`src/rtl/alu_pkg.sv`:
```
// Shared definitions for the 74381-style slice sequencer: op codes, nibble width
// and the sequencer state encoding.
package alu_pkg;

    localparam int SLICE_W = 4;

    localparam logic [2:0] OP_CLEAR     = 3'b000;
    localparam logic [2:0] OP_B_MINUS_A = 3'b001;
    localparam logic [2:0] OP_A_MINUS_B = 3'b010;
    localparam logic [2:0] OP_A_PLUS_B  = 3'b011;
    localparam logic [2:0] OP_XOR       = 3'b100;
    localparam logic [2:0] OP_OR        = 3'b101;
    localparam logic [2:0] OP_AND       = 3'b110;
    localparam logic [2:0] OP_PRESET    = 3'b111;

    typedef enum logic [1:0] {
        ST_IDLE = 2'd0,
        ST_RUN  = 2'd1,
        ST_DONE = 2'd2
    } state_e;

    // Only the three arithmetic codes produce a meaningful ripple carry.
    function automatic logic is_arith(input logic [2:0] op);
        return (op == OP_B_MINUS_A) || (op == OP_A_MINUS_B) || (op == OP_A_PLUS_B);
    endfunction

endpackage

```
`src/rtl/alu_slice_sequencer_if.sv`:
```
// Bus between the sequencer and one external 4-bit ALU slice.
interface alu_slice_sequencer_if;
    import alu_pkg::*;

    logic [SLICE_W-1:0] slice_a;
    logic [SLICE_W-1:0] slice_b;
    logic [2:0]         slice_s;
    logic               slice_cn;
    logic [SLICE_W-1:0] slice_f;
    logic               slice_p_n;
    logic               slice_g_n;

    modport master (
        output slice_a, slice_b, slice_s, slice_cn,
        input  slice_f, slice_p_n, slice_g_n
    );

    modport slave (
        input  slice_a, slice_b, slice_s, slice_cn,
        output slice_f, slice_p_n, slice_g_n
    );

endinterface

```
`src/rtl/alu_lookahead_step.sv`:
```
// One carry/group-lookahead step: folds a slice's active-low P/G into the
// running carry and the accumulated group propagate/generate.
module alu_lookahead_step
    import alu_pkg::*;
(
    input  logic slice_p_n,
    input  logic slice_g_n,
    input  logic carry,
    input  logic acc_p,
    input  logic acc_g,
    output logic carry_next,
    output logic acc_p_next,
    output logic acc_g_next
);

    logic p;
    logic g;

    assign p = ~slice_p_n;
    assign g = ~slice_g_n;

    assign carry_next = g | (p & carry);
    assign acc_g_next = g | (p & acc_g);
    assign acc_p_next = acc_p & p;

endmodule

```
`src/rtl/alu_slice_sequencer.sv`:
```
// Drives one external 4-bit ALU slice through a WIDTH-bit operation, one
// nibble per clock, least significant nibble first.
module alu_slice_sequencer
    import alu_pkg::*;
#(
    parameter  int WIDTH  = 16,
    localparam int SLICES = WIDTH / SLICE_W
) (
    input  logic               clk,
    input  logic               rst_n,
    input  logic               start,
    input  logic [2:0]         op,
    input  logic [WIDTH-1:0]   a,
    input  logic [WIDTH-1:0]   b,
    input  logic               cin,
    output logic               busy,
    output logic               done,
    output logic [WIDTH-1:0]   result,
    output logic               cout,
    output logic               group_p_n,
    output logic               group_g_n,
    output state_e             fsm_state,
    alu_slice_sequencer_if.master slice
);

    // Request protocol: start is honoured only in IDLE and is never queued;
    // busy covers the nibble cycles, done pulses once when result/cout/flags are valid.

    localparam int K_W = (SLICES > 1) ? $clog2(SLICES) : 1;

    state_e state_q;
    state_e state_d;

    logic [SLICES-1:0][SLICE_W-1:0] a_q;
    logic [SLICES-1:0][SLICE_W-1:0] b_q;
    logic [SLICES-1:0][SLICE_W-1:0] result_q;
    logic [2:0]                     op_q;
    logic [K_W-1:0]                 k_q;
    logic                           carry_q;
    logic                           acc_p_q;
    logic                           acc_g_q;
    logic                           busy_q;
    logic                           done_q;
    logic                           cout_q;
    logic                           group_p_n_q;
    logic                           group_g_n_q;

    logic carry_nx;
    logic acc_p_nx;
    logic acc_g_nx;
    logic last_nibble;

    assign last_nibble = (k_q == K_W'(SLICES - 1));

    always_ff @(posedge clk or negedge rst_n) begin
        if (!rst_n) begin
            state_q <= ST_IDLE;
        end else begin
            state_q <= state_d;
        end
    end

    always_comb begin
        state_d = state_q;
        case (state_q)
            ST_IDLE: if (start)       state_d = ST_RUN;
            ST_RUN:  if (last_nibble) state_d = ST_DONE;
            ST_DONE:                  state_d = ST_IDLE;
            default:                  state_d = ST_IDLE;
        endcase
    end

    // Slice drive comes only from registered state, so the slice's
    // combinational F/P/G settle within the same cycle.
    always_comb begin
        slice.slice_a  = '0;
        slice.slice_b  = '0;
        slice.slice_s  = OP_CLEAR;
        slice.slice_cn = 1'b0;
        if (state_q == ST_RUN) begin
            slice.slice_a  = a_q[k_q];
            slice.slice_b  = b_q[k_q];
            slice.slice_s  = op_q;
            slice.slice_cn = carry_q;
        end
    end

    alu_lookahead_step u_lookahead (
        .slice_p_n  (slice.slice_p_n),
        .slice_g_n  (slice.slice_g_n),
        .carry      (carry_q),
        .acc_p      (acc_p_q),
        .acc_g      (acc_g_q),
        .carry_next (carry_nx),
        .acc_p_next (acc_p_nx),
        .acc_g_next (acc_g_nx)
    );

    always_ff @(posedge clk or negedge rst_n) begin
        if (!rst_n) begin
            a_q         <= '0;
            b_q         <= '0;
            result_q    <= '0;
            op_q        <= OP_CLEAR;
            k_q         <= '0;
            carry_q     <= 1'b0;
            acc_p_q     <= 1'b1;
            acc_g_q     <= 1'b0;
            busy_q      <= 1'b0;
            done_q      <= 1'b0;
            cout_q      <= 1'b0;
            group_p_n_q <= 1'b1;
            group_g_n_q <= 1'b1;
        end else begin
            done_q <= 1'b0;
            busy_q <= (state_d == ST_RUN);
            case (state_q)
                ST_IDLE: begin
                    if (start) begin
                        a_q     <= a;
                        b_q     <= b;
                        op_q    <= op;
                        carry_q <= cin;
                        k_q     <= '0;
                        acc_p_q <= 1'b1;
                        acc_g_q <= 1'b0;
                    end
                end
                ST_RUN: begin
                    result_q[k_q] <= slice.slice_f;
                    carry_q       <= carry_nx;
                    acc_p_q       <= acc_p_nx;
                    acc_g_q       <= acc_g_nx;
                    k_q           <= last_nibble ? '0 : k_q + 1'b1;
                end
                ST_DONE: begin
                    done_q      <= 1'b1;
                    cout_q      <= is_arith(op_q) ? carry_q : 1'b0;
                    group_p_n_q <= ~acc_p_q;
                    group_g_n_q <= ~acc_g_q;
                end
                default: ;
            endcase
        end
    end

    assign busy      = busy_q;
    assign done      = done_q;
    assign result    = result_q;
    assign cout      = cout_q;
    assign group_p_n = group_p_n_q;
    assign group_g_n = group_g_n_q;
    assign fsm_state = state_q;

endmodule

```
`src/flat_wrapper.sv`:
```
// flat-port wrapper written by rule: the top's interface ports become plain ports
module alu_slice_sequencer_flat import alu_pkg::*;
#(
    parameter  int WIDTH  = 16,
    localparam int SLICES = WIDTH / SLICE_W
)
  (clk, rst_n, start, op, a, b, cin, busy, done, result, cout, group_p_n, group_g_n, fsm_state, slice_slice_a, slice_slice_b, slice_slice_s, slice_slice_cn, slice_slice_f, slice_slice_p_n, slice_slice_g_n);
  alu_slice_sequencer_if slice_i ();
  input  logic clk;
  input  logic rst_n;
  input  logic start;
  input  logic [2:0] op;
  input  logic [WIDTH-1:0] a;
  input  logic [WIDTH-1:0] b;
  input  logic cin;
  output logic busy;
  output logic done;
  output logic [WIDTH-1:0] result;
  output logic cout;
  output logic group_p_n;
  output logic group_g_n;
  output state_e fsm_state;
  output wire logic [$bits(slice_i.slice_a)-1:0] slice_slice_a;
  output wire logic [$bits(slice_i.slice_b)-1:0] slice_slice_b;
  output wire logic [$bits(slice_i.slice_s)-1:0] slice_slice_s;
  output wire logic [$bits(slice_i.slice_cn)-1:0] slice_slice_cn;
  input wire logic [$bits(slice_i.slice_f)-1:0] slice_slice_f;
  input wire logic [$bits(slice_i.slice_p_n)-1:0] slice_slice_p_n;
  input wire logic [$bits(slice_i.slice_g_n)-1:0] slice_slice_g_n;
  assign slice_slice_a = slice_i.slice_a;
  assign slice_slice_b = slice_i.slice_b;
  assign slice_slice_s = slice_i.slice_s;
  assign slice_slice_cn = slice_i.slice_cn;
  assign slice_i.slice_f = slice_slice_f;
  assign slice_i.slice_p_n = slice_slice_p_n;
  assign slice_i.slice_g_n = slice_slice_g_n;
  alu_slice_sequencer #(.WIDTH(WIDTH)) u_core (.clk(clk), .rst_n(rst_n), .start(start), .op(op), .a(a), .b(b), .cin(cin), .busy(busy), .done(done), .result(result), .cout(cout), .group_p_n(group_p_n), .group_g_n(group_g_n), .fsm_state(fsm_state), .slice(slice_i));
endmodule
```
`config.mk`:
```
export PLATFORM = sky130hd
export DESIGN_NAME = alu_slice_sequencer_flat
export DESIGN_NICKNAME = d
export VERILOG_FILES = /design/src/rtl/alu_pkg.sv /design/src/rtl/alu_slice_sequencer_if.sv /design/src/rtl/alu_lookahead_step.sv /design/src/rtl/alu_slice_sequencer.sv /design/src/flat_wrapper.sv
export SDC_FILE = /design/constraint.sdc
export NUM_CORES = 1
export LEC_CHECK = 0
export ABC_AREA = 0
export CORE_UTILIZATION = 53
export CTS_BUF_LIST = sky130_fd_sc_hd__clkbuf_4
export DETAILED_ROUTE_END_ITERATION = 8
export HOLD_SLACK_MARGIN = 0.02
export MAX_ROUTING_LAYER = met4
export PLACE_DENSITY = 0.88
export SLEW_MARGIN = 20
export SYNTH_ARGS = -nofsm -noshare
export SYNTH_HDL_FRONTEND = slang
export SYNTH_SLANG_ARGS = --single-unit
```
`constraint.sdc`:
```
create_clock -name clk -period 4.7 [get_ports clk]
set_input_delay 0.94 -clock clk [delete_from_list [all_inputs] [get_ports clk]]
set_output_delay 0.94 -clock clk [all_outputs]
set_load 0.01 [all_outputs]
```
==> results by group, run 1 <==
Worst setup path
  – Worst Setup EP: slice_slice_b[0]
  – Crit end category: output port
  – CP startpoint kind: register
  – Worst Path Arrival: 2.45 ns
  – Data required time of the critical path: 3.76 ns
  – Crit-path max FO: 13
  – WS Path Type: register to output port
  – Critical Path Source: u_core.k_q[0]
  – R2r endpoint: u_core.a_q[5]
  – Reg2reg path depth: 3
  – Reg-to-Reg Start: u_core.fsm_state[0]
  – Reg2Reg Setup Slack: 2.71 ns

Outcome
  – Status: finished clean

Timing
  – Worst Tran Pin Value: 0.941 ns
  – TNS Setup: 0 ns
  – Unrepaired setup endpoints after global routing: no
  – Slew HR: 37.3%
  – Final worst path period need: 3.39 ns
  – Worst clock skew: 0.00831 ns
  – Final Hold Fails: 0
  – Fin crit share: 72.2%
  – Final setup fails: 0
  – Slew Limit Fails: 0
  – Fmax: 0.295 GHz

Placed design
  – Area after DPL: 0.00357 mm²
  – Dpl cells: 324
  – HPWL after DPL: 3.94 mm
  – Port Buf Inserts: 79
  – Placer Congestion: 0.725

Power
  – Maximum vdd drop: 0.000452 V
  – Clock power frac: 18.1%
  – Sw Ratio: 31.1%
  – Design Power: 2.64 mW
  – Leakage power: 1.58 nW
  – Sw Pwr: 820 µW
  – Sequential power share: 38.7%
  – Logic pwr share: 43.1%
  – Power per cell area: 701 mW/mm²
  – Internal power: 1.82 mW

Floorplanning
  – Die Area: 0.00545 mm²
  – Overall die height: 73.9 µm
  – FP Rows: 25
  – Core ar.: 0.00485 mm²
  – Die W: 73.9 µm
  – IO Pins: 80
  – Initial core utilization: 56.4%

Job
  – Maxcap violations: 0

Logic synthesis
  – Post-synthesis xor/xnor area fraction: 0%
  – Adder-Cell Fraction of Synth Area: 1.83%
  – Proportion of synthesized area in mux cells: 27.6%
  – Synth cell types: 27
  – Ys Warns: 0
  – Netlist Area Pre-Place: 0.00274 mm²
  – Sequential share of the synthesized area: 57.8%
  – Largest family of logic cells by synthesized area: multiplexers
  – Synth Area in Compound Gates: 3.61%
  – Cells after Synth: 184
  – Synth Net Count: 233
  – Post-synthesis simple-gate area fraction: 6.26%
  – Syn avg cell area: 14.9 µm²
  – Synth Register Bits: 63

Global route
  – GRT Util Overall: 24.4%
  – Vias in the first global route: 1864
  – Largest net degree at the start of global routing: 44
  – Grt ovf: 0
  – Antenna violations before repair: 0
  – Global-route wire length before repair: 9.12 mm

Routing
  – DR iter-0 viols: 81
  – Via/cell ratio: 5.29
  – DR vias: 1799
  – Detailed-router iteration count before antenna repair: 4
  – DRC errors left: 0
  – Post-route ant nets: 0
  – WL/cell: 16.3 µm
  – Routed WL: 5.55 mm

Final layout
  – Layout Nets: 317
  – Cell area after layout: 0.00376 mm²
  – Fin util: 77.5%
  – Fill cells: 307
  – Most common cell after layout, fill and taps aside: clkdlybuf4s50_1
  – Ant. Diodes: 0
  – Most frequent cells in the layout: 78 x clkdlybuf4s50_1, 60 x dfrtp_1, 33 x mux2_2, 18 x mux2_1, 12 x and2_1
  – Layout cells sized above 1: 25.3%
  – Area delta synth->final: 37.4%
  – Non-Filler Instances: 340

Clock tree
  – CTS resizes: 0
  – Postcts setup bufs: 0
  – CTS Hold Bufs: 0
  – Cts bufs inserted: 9
  – CTS sink cnt: 63
  – CTS tree: done
  – Root buffer cell: clkbuf_4
  – Clock Pin Slew Worst Setup and Hold Paths: 0.11 ns
  – Clock buffer depth: 2
  – H-tree depth: 3
  – Worst-Skew Late Latency: 0.40 ns

Worst hold path
  – HP Class: register to register
  – Hold_sp: u_core.acc_g_q
## through the flow
stage | hold WS, ns | worst slack (ns)
floorplan | 0.405 | 2.41
global placement | 0.415 | 1.74
detailed placement | 0.433 | 1.72
CTS | 0.449 | 1.27
global route | 0.475 | 1.19
finish | 0.442 | 1.31
## critical path, cell delays in order (launching register included)
cell and delay [ns]:
dfrtp_1 0.81, mux4_2 0.59, and2_1 0.18, clkdlybuf4s50_1 0.47
## cell type report
type / instances / area, µm² / area share (%)
timing repair buffer: 82 / 808 / 21.5
clock inverter: 7 / 120 / 3.19
clock buffer: 9 / 67.6 / 1.80
tap: 67 / 83.8 / 2.23
multi-input combinational: 107 / 1080 / 28.8
inverter: 5 / 18.8 / 0.499
sequential: 63 / 1580 / 42.0
## cells by family after synthesis
| group | after synthesis |
|---|---|
| flip-flops | 63 |
| multiplexers | 59 |
| AND/OR/NAND/NOR | 29 |
| AO/OA/AOI/OAI | 15 |
| buffers and inverters | 14 |
| adder cells (fa/ha/maj) | 4 |
## sequential cells by signal (all words and copies together), names as in the netlist
name,cells
u_core.group_p_n,1
u_core.group_g_n,1
u_core.result,16
u_core.fsm_state,2
u_core.acc_g_q,1
u_core.a_q,16
u_core.k_q,2
u_core.busy,1
u_core.carry_q,1
u_core.done,1
u_core.op_q,3
u_core.b_q,16
u_core.cout,1
u_core.acc_p_q,1
## how the worst min path moves through the flow
stage | endpoint | cells past startpoint
floorplan | u_core.group_g_n | 1
CTS | u_core.group_g_n | 1
finish | u_core.group_g_n | 1
detailed placement | u_core.group_g_n | 1
global route | u_core.group_g_n | 1
global placement | u_core.group_g_n | 1
## cell usage after synthesis
cell	instances	area, µm²
a21o_1	2	15.0
a21oi_1	1	5.00
a22o_1	1	8.76
a2bb2oi_1	1	8.76
and2_1	12	75.1
buf_2	2	10.0
buf_4	3	22.5
buf_6	2	22.5
clkbuf_1	2	7.51
dfrtp_1	60	1500
dfstp_2	3	78.8
ha_1	4	50.1
inv_1	5	18.8
mux2_1	18	203
mux2_2	33	372
mux4_2	8	180
nand2_1	5	18.8
nand2_2	4	25.0
nand2b_1	2	12.5
nand3b_1	1	7.51
nor2_1	2	7.51
nor2b_1	2	12.5
nor3b_2	1	12.5
o21ai_0	5	25.0
o21bai_1	3	22.5
o22ai_1	1	6.26
o31ai_1	1	7.51
## power groups by stage
stage	Combinational, mW	Sequential, mW	Clock, mW
2_1_floorplan	0.662	0.990	0
3_3_place_gp	1.11	1.02	0
3_5_place_dp	1.14	1.04	0
4_1_cts	1.15	1.02	0.490
5_1_grt	1.23	1.06	0.507
6_report	1.14	1.02	0.479
## metal layers
metal,track usage (%),vias to the layer above,part of all wire [%]
met4,9.62,0,1.7
met3,5.90,11,5.3
li1,-,821,-
met2,38.7,67,51
met1,30.3,900,42
met5,-,-,0
Power figures use the tool's default switching activity.
==> run 2, diff against run 1 <==
--- a/config.mk
+++ b/config.mk
@@ -6,12 +6,12 @@
 export NUM_CORES = 1
 export LEC_CHECK = 0
 export ABC_AREA = 0
-export CORE_UTILIZATION = 53
+export CORE_UTILIZATION = 44
 export CTS_BUF_LIST = sky130_fd_sc_hd__clkbuf_4
 export DETAILED_ROUTE_END_ITERATION = 8
 export HOLD_SLACK_MARGIN = 0.02
 export MAX_ROUTING_LAYER = met4
-export PLACE_DENSITY = 0.88
+export PLACE_DENSITY = 0.78
 export SLEW_MARGIN = 20
 export SYNTH_ARGS = -nofsm -noshare
 export SYNTH_HDL_FRONTEND = slang
==> constraint.sdc (replaced) <==
create_clock -name clk -period 3.1 [get_ports clk]
set_input_delay 0.62 -clock clk [delete_from_list [all_inputs] [get_ports clk]]
set_output_delay 0.62 -clock clk [all_outputs]
set_load 0.01 [all_outputs]
==> run 2 against run 1 <==
Effect of this change:
- register-to-register slack lost 1.4 ns
- clock skew is essentially flat
- setup slack worse by 1.1 ns
- total power is 48% higher
- sequential share of layout area rose by 0.084 points
- final cell count is 2.9% higher
- first-iteration DRC count up 20%
==> results by group, run 2 (synthesis gave the netlist of run 1 again) <==
Clock tree
  – CTS resizes: 0
  – Postcts setup bufs: 0
  – CTS Hold Bufs: 0
  – Worst-Skew Late Latency: 0.39 ns
  – CTS sink cnt: 63
  – CTS tree: done
  – Root buffer cell: clkbuf_4
  – H-tree depth: 3
  – Cts bufs inserted: 9
  – Clock Pin Slew Worst Setup and Hold Paths: 0.10 ns
  – Clock buffer depth: 2

Placed design
  – Placer Congestion: 0.689
  – Pre-CTS setup slack: 0.672 ns
  – HPWL after DPL: 3.81 mm
  – Port Buf Inserts: 79
  – Dpl cells: 334

Floorplanning
  – Die Area: 0.00654 mm²
  – FP Rows: 28
  – Die W: 80.9 µm
  – IO Pins: 80
  – Initial core utilization: 45.9%
  – Overall die height: 80.9 µm
  – Core ar.: 0.00596 mm²

Global route
  – GRT Util Overall: 19.6%
  – Global-route wire length before repair: 9.08 mm
  – Grt ovf: 0
  – Vias in the first global route: 1886
  – Largest net degree at the start of global routing: 64
  – Antenna violations before repair: 0

Routing
  – WL/cell: 15.4 µm
  – DR iter-0 viols: 97
  – DRC errors left: 0
  – DR vias: 1791
  – Post-route ant nets: 0
  – Via/cell ratio: 5.12
  – Detailed-router iteration count before antenna repair: 4
  – Routed WL: 5.37 mm

Power
  – Leakage power: 1.58 nW
  – Design Power: 3.90 mW
  – Maximum vdd drop: 0.000549 V
  – Power per cell area: 1040 mW/mm²

Timing
  – Fin crit share: 92.5%
  – Fmax: 0.349 GHz
  – Final Hold Fails: 0
  – TNS Setup: 0 ns
  – Final setup fails: 0
  – Unrepaired setup endpoints after global routing: no
  – Slew Limit Fails: 0
  – Final worst path period need: 2.87 ns
  – Worst Tran Pin Value: 0.766 ns
  – Setup ws final: 0.233 ns
  – Slew HR: 49.0%
  – Worst clock skew: 0.00808 ns

Job
  – Maxcap violations: 0

Worst setup path
  – Data required time of the critical path: 2.48 ns
  – Worst Path Arrival: 2.25 ns
  – Reg-to-Reg Start: u_core.fsm_state[0]
  – R2r endpoint: u_core.result[10]
  – CP startpoint kind: register
  – CP max stage cell: dfrtp_1
  – Critical path's largest stage delay: 0.55 ns
  – CP bufs+invs: 2
  – Worst Setup EP: slice_slice_cn
  – Crit end category: output port
  – WS Path Type: register to output port
  – Critical Path Source: u_core.fsm_state[0]
  – Reg2Reg Setup Slack: 1.35 ns
  – Delay-heaviest family, CP: buffers and inverters
  – Worst path depth: 4
  – Reg2reg path depth: 4
  – CP cell instances: nor2b_1 > buf_4 > and2_1 > clkdlybuf4s50_1
  – Crit-path max FO: 15

Final layout
  – Most common cell after layout, fill and taps aside: clkdlybuf4s50_1
  – Ant. Diodes: 0
  – Area delta synth->final: 37.1%
  – Most frequent cells in the layout: 78 x clkdlybuf4s50_1, 60 x dfrtp_1, 33 x mux2_2, 18 x mux2_1, 12 x and2_1
  – Layout Nets: 319
  – Fill cells: 486
  – Non-Filler Instances: 350
  – Layout cells sized above 1: 25.1%
  – Fin util: 63.0%

Worst hold path
  – HP Class: input pin to async pin

Outcome
  – Status: finished clean
==> run 2: cell types whose count changed in the layout (fill, tap and decap cells not counted), sizes merged <==
cell	previous run	this run
inv	6	5
bufinv	3	2
clkbuf	9	11
clkinvlp	1	0
buf	4	6
clkinv	2	3
==> run 2: routing by layer <==
| metal | part of all wire (%) | wire (µm) | track usage (%) | vias to the layer above |
|---|---|---|---|---|
| li1 | - | - | - | 819 |
| met1 | 45 | 2430 | 26.3 | 900 |
| met2 | 47 | 2540 | 28.8 | 65 |
| met3 | 6.0 | 321 | 3.93 | 7 |
| met4 | 1.5 | 80 | 8.57 | 0 |
| met5 | 0 | 0 | - | - |
==> run 2: final cells by class <==
cell class | instances | area, µm² | area share [%]
Sequential cell | 63 | 1580 | 42.1
Multi-Input combinational cell | 107 | 1080 | 28.8
Timing Repair Buffer | 84 | 823 | 21.9
Tap cell | 75 | 93.8 | 2.50
Clock buffer | 11 | 82.6 | 2.20
Clock inverter | 5 | 72.6 | 1.93
Inverter | 5 | 18.8 | 0.500
==> run 2: metrics by stage <==
stage	hold WS (ns)	instance area, µm²
after detailed placement	0.444	3600
final	0.388	3750
after global routing	0.442	3750
after CTS	0.408	3750
after global placement	0.417	3600
after floorplan	0.324	2740
==> run 2: power breakdown <==
group | switching (mW) | internal, mW | leakage [nW]
clock | 0.281 | 0.340 | 0.0859
combinational | 0.657 | 1.11 | 0.751
sequential | 0.261 | 1.25 | 0.739
total | 1.20 | 2.70 | 1.58
==> run 2: how the worst min path moves through the flow <==
stage                        start                end  cells after the start
finish                       rst_n  u_core.result[13]                      2
global route                 rst_n      u_core.b_q[7]                      2
CTS                          rst_n  u_core.result[13]                      2
detailed placement  u_core.acc_g_q   u_core.group_g_n                      1
global placement    u_core.acc_g_q   u_core.group_g_n                      1
floorplan                    rst_n      u_core.a_q[0]                      0
==> run 3, diff against run 2 <==
--- a/config.mk
+++ b/config.mk
@@ -6,6 +6,7 @@
 export NUM_CORES = 1
 export LEC_CHECK = 0
 export ABC_AREA = 0
+export CORE_ASPECT_RATIO = 0.6
 export CORE_UTILIZATION = 44
 export CTS_BUF_LIST = sky130_fd_sc_hd__clkbuf_4
 export DETAILED_ROUTE_END_ITERATION = 8
==> run 3 against run 2 <==
Effect of this change:
- final area about the same
- hold slack got worse by 0.17 ns
- utilization increased by 2.0 points
- combinational power about the same
- critical endpoint is now slice_slice_a[0]
- largest power group unchanged
- highest routed layer unchanged
==> results by group, run 3 (synthesis gave the netlist of run 1 again) <==
Floorplanning
  – IO Pins: 80
  – Overall die height: 63.1 µm
  – Core ar.: 0.00578 mm²
  – Die Area: 0.00655 mm²
  – Die W: 104 µm
  – Initial core utilization: 47.3%
  – FP Rows: 21

Worst setup path
  – CP startpoint kind: register
  – WS Path Type: register to output port
  – Crit end category: output port
  – Critical Path Source: u_core.k_q[0]
  – Reg2reg path depth: 3
  – Reg-to-Reg Start: u_core.k_q[1]
  – Data required time of the critical path: 2.48 ns
  – Worst Path Arrival: 2.15 ns
  – Crit-path max FO: 9

Timing
  – Slew HR: 64.1%
  – Final worst path period need: 2.77 ns
  – TNS Setup: 0 ns
  – Fin crit share: 89.2%
  – Final Hold Fails: 0
  – Worst clock skew: 0.0144 ns
  – Final setup fails: 0
  – Fmax: 0.361 GHz
  – Unrepaired setup endpoints after global routing: no
  – Worst Tran Pin Value: 0.538 ns
  – Slew Limit Fails: 0

Final layout
  – Most common cell after layout, fill and taps aside: clkdlybuf4s50_1
  – Ant. Diodes: 0
  – Area delta synth->final: 37.3%
  – Non-Filler Instances: 356
  – Layout Nets: 320
  – Layout cells sized above 1: 25.7%
  – Multi-input gate area: 0.00108 mm²
  – Sequential cell area: 0.00158 mm²
  – Fill cells: 459
  – Most frequent cells in the layout: 78 x clkdlybuf4s50_1, 59 x dfrtp_1, 33 x mux2_2, 18 x mux2_1, 12 x and2_1

Global route
  – Largest net degree at the start of global routing: 37
  – GRT Util Overall: 19.8%
  – Vias in the first global route: 1874
  – Grt ovf: 0
  – Antenna violations before repair: 0
  – Global-route wire length before repair: 9.42 mm

Clock tree
  – Clock Pin Slew Worst Setup and Hold Paths: 0.10 ns
  – H-tree depth: 3
  – CTS sink cnt: 63
  – Cts bufs inserted: 9
  – Worst-Skew Late Latency: 0.41 ns
  – CTS tree: done
  – Clock buffer depth: 2
  – Root buffer cell: clkbuf_4
  – Postcts setup bufs: 0
  – CTS Hold Bufs: 0
  – CTS resizes: 0

Worst hold path
  – HP Class: input pin to async pin

Power
  – Leakage power: 1.57 nW
  – Maximum vdd drop: 0.000491 V
  – Power per cell area: 1020 mW/mm²

Routing
  – DR iter-0 viols: 85
  – Routed WL: 5.52 mm
  – Via/cell ratio: 4.98
  – Detailed-router iteration count before antenna repair: 4
  – DRC errors left: 0
  – WL/cell: 15.5 µm
  – Post-route ant nets: 0
  – DR vias: 1773

Placed design
  – Placer Congestion: 0.740
  – Dpl cells: 340
  – HPWL after DPL: 4.02 mm
  – Port Buf Inserts: 79

Outcome
  – Status: finished clean

Job
  – Maxcap violations: 0
-- run 3: through the flow --
stage          area (µm²)  util, %  power (mW)  setup slack [ns]  hold WS [ns]
2_1_floorplan        2740        -        2.50              1.13         0.324
3_3_place_gp         3620     62.7        3.27             0.554         0.418
3_5_place_dp         3620     62.7        3.32             0.558         0.444
4_1_cts              3750     65.0        3.87            0.0992         0.202
5_1_grt              3760     65.0        4.10             0.187         0.200
6_report             3760     65.0        3.82             0.334         0.215
-- run 3: worst max-delay path: stages (launching register included) --
cell,delay (ns)
dfrtp_2,0.55
mux4_2,0.54
and2_1,0.18
clkdlybuf4s50_1,0.48
-- run 3: per-layer routing --
layer  routed length, µm  global-route usage (%)  vias up  share of wire, %
met1                2770                    26.0      879                50
met3                 462                    10.4        4               8.4
li1                    -                       -      825                 -
met2                2270                    27.0       65                41
met4                  20                    4.29        0              0.36
met5                   0                       -        -                 0
-- run 3: final cells by class --
cell class / instances / share of cell area [%]
inverters: 5 / 0.500
clock buffers: 9 / 1.80
clock inverters: 7 / 1.70
multi-input cells: 107 / 28.8
well taps: 80 / 2.66
repair buffers: 85 / 22.5
flip-flops and latches: 63 / 42.1
-- run 3: power breakdown --
group | total, mW | internal, mW | switching, mW | leakage (nW)
sequential | 1.54 | 1.25 | 0.287 | 0.738
clock | 0.533 | 0.239 | 0.294 | 0.0708
combinational | 1.75 | 1.12 | 0.629 | 0.759
-- run 3: path summary, 6_finish.rpt --
| kind | endpoint | slack (ns) |
|---|---|---|
| setup / recovery | slice_slice_a[0] | 0.33 |
| hold / removal | u_core.cout | 0.22 |
| setup reg to reg | u_core.result[13] | 1.45 |
| hold reg to reg | u_core.group_g_n | 0.44 |
| max in group asynchronous | u_core.k_q[0] | 2.49 |
| min in group clk | u_core.group_g_n | 0.44 |
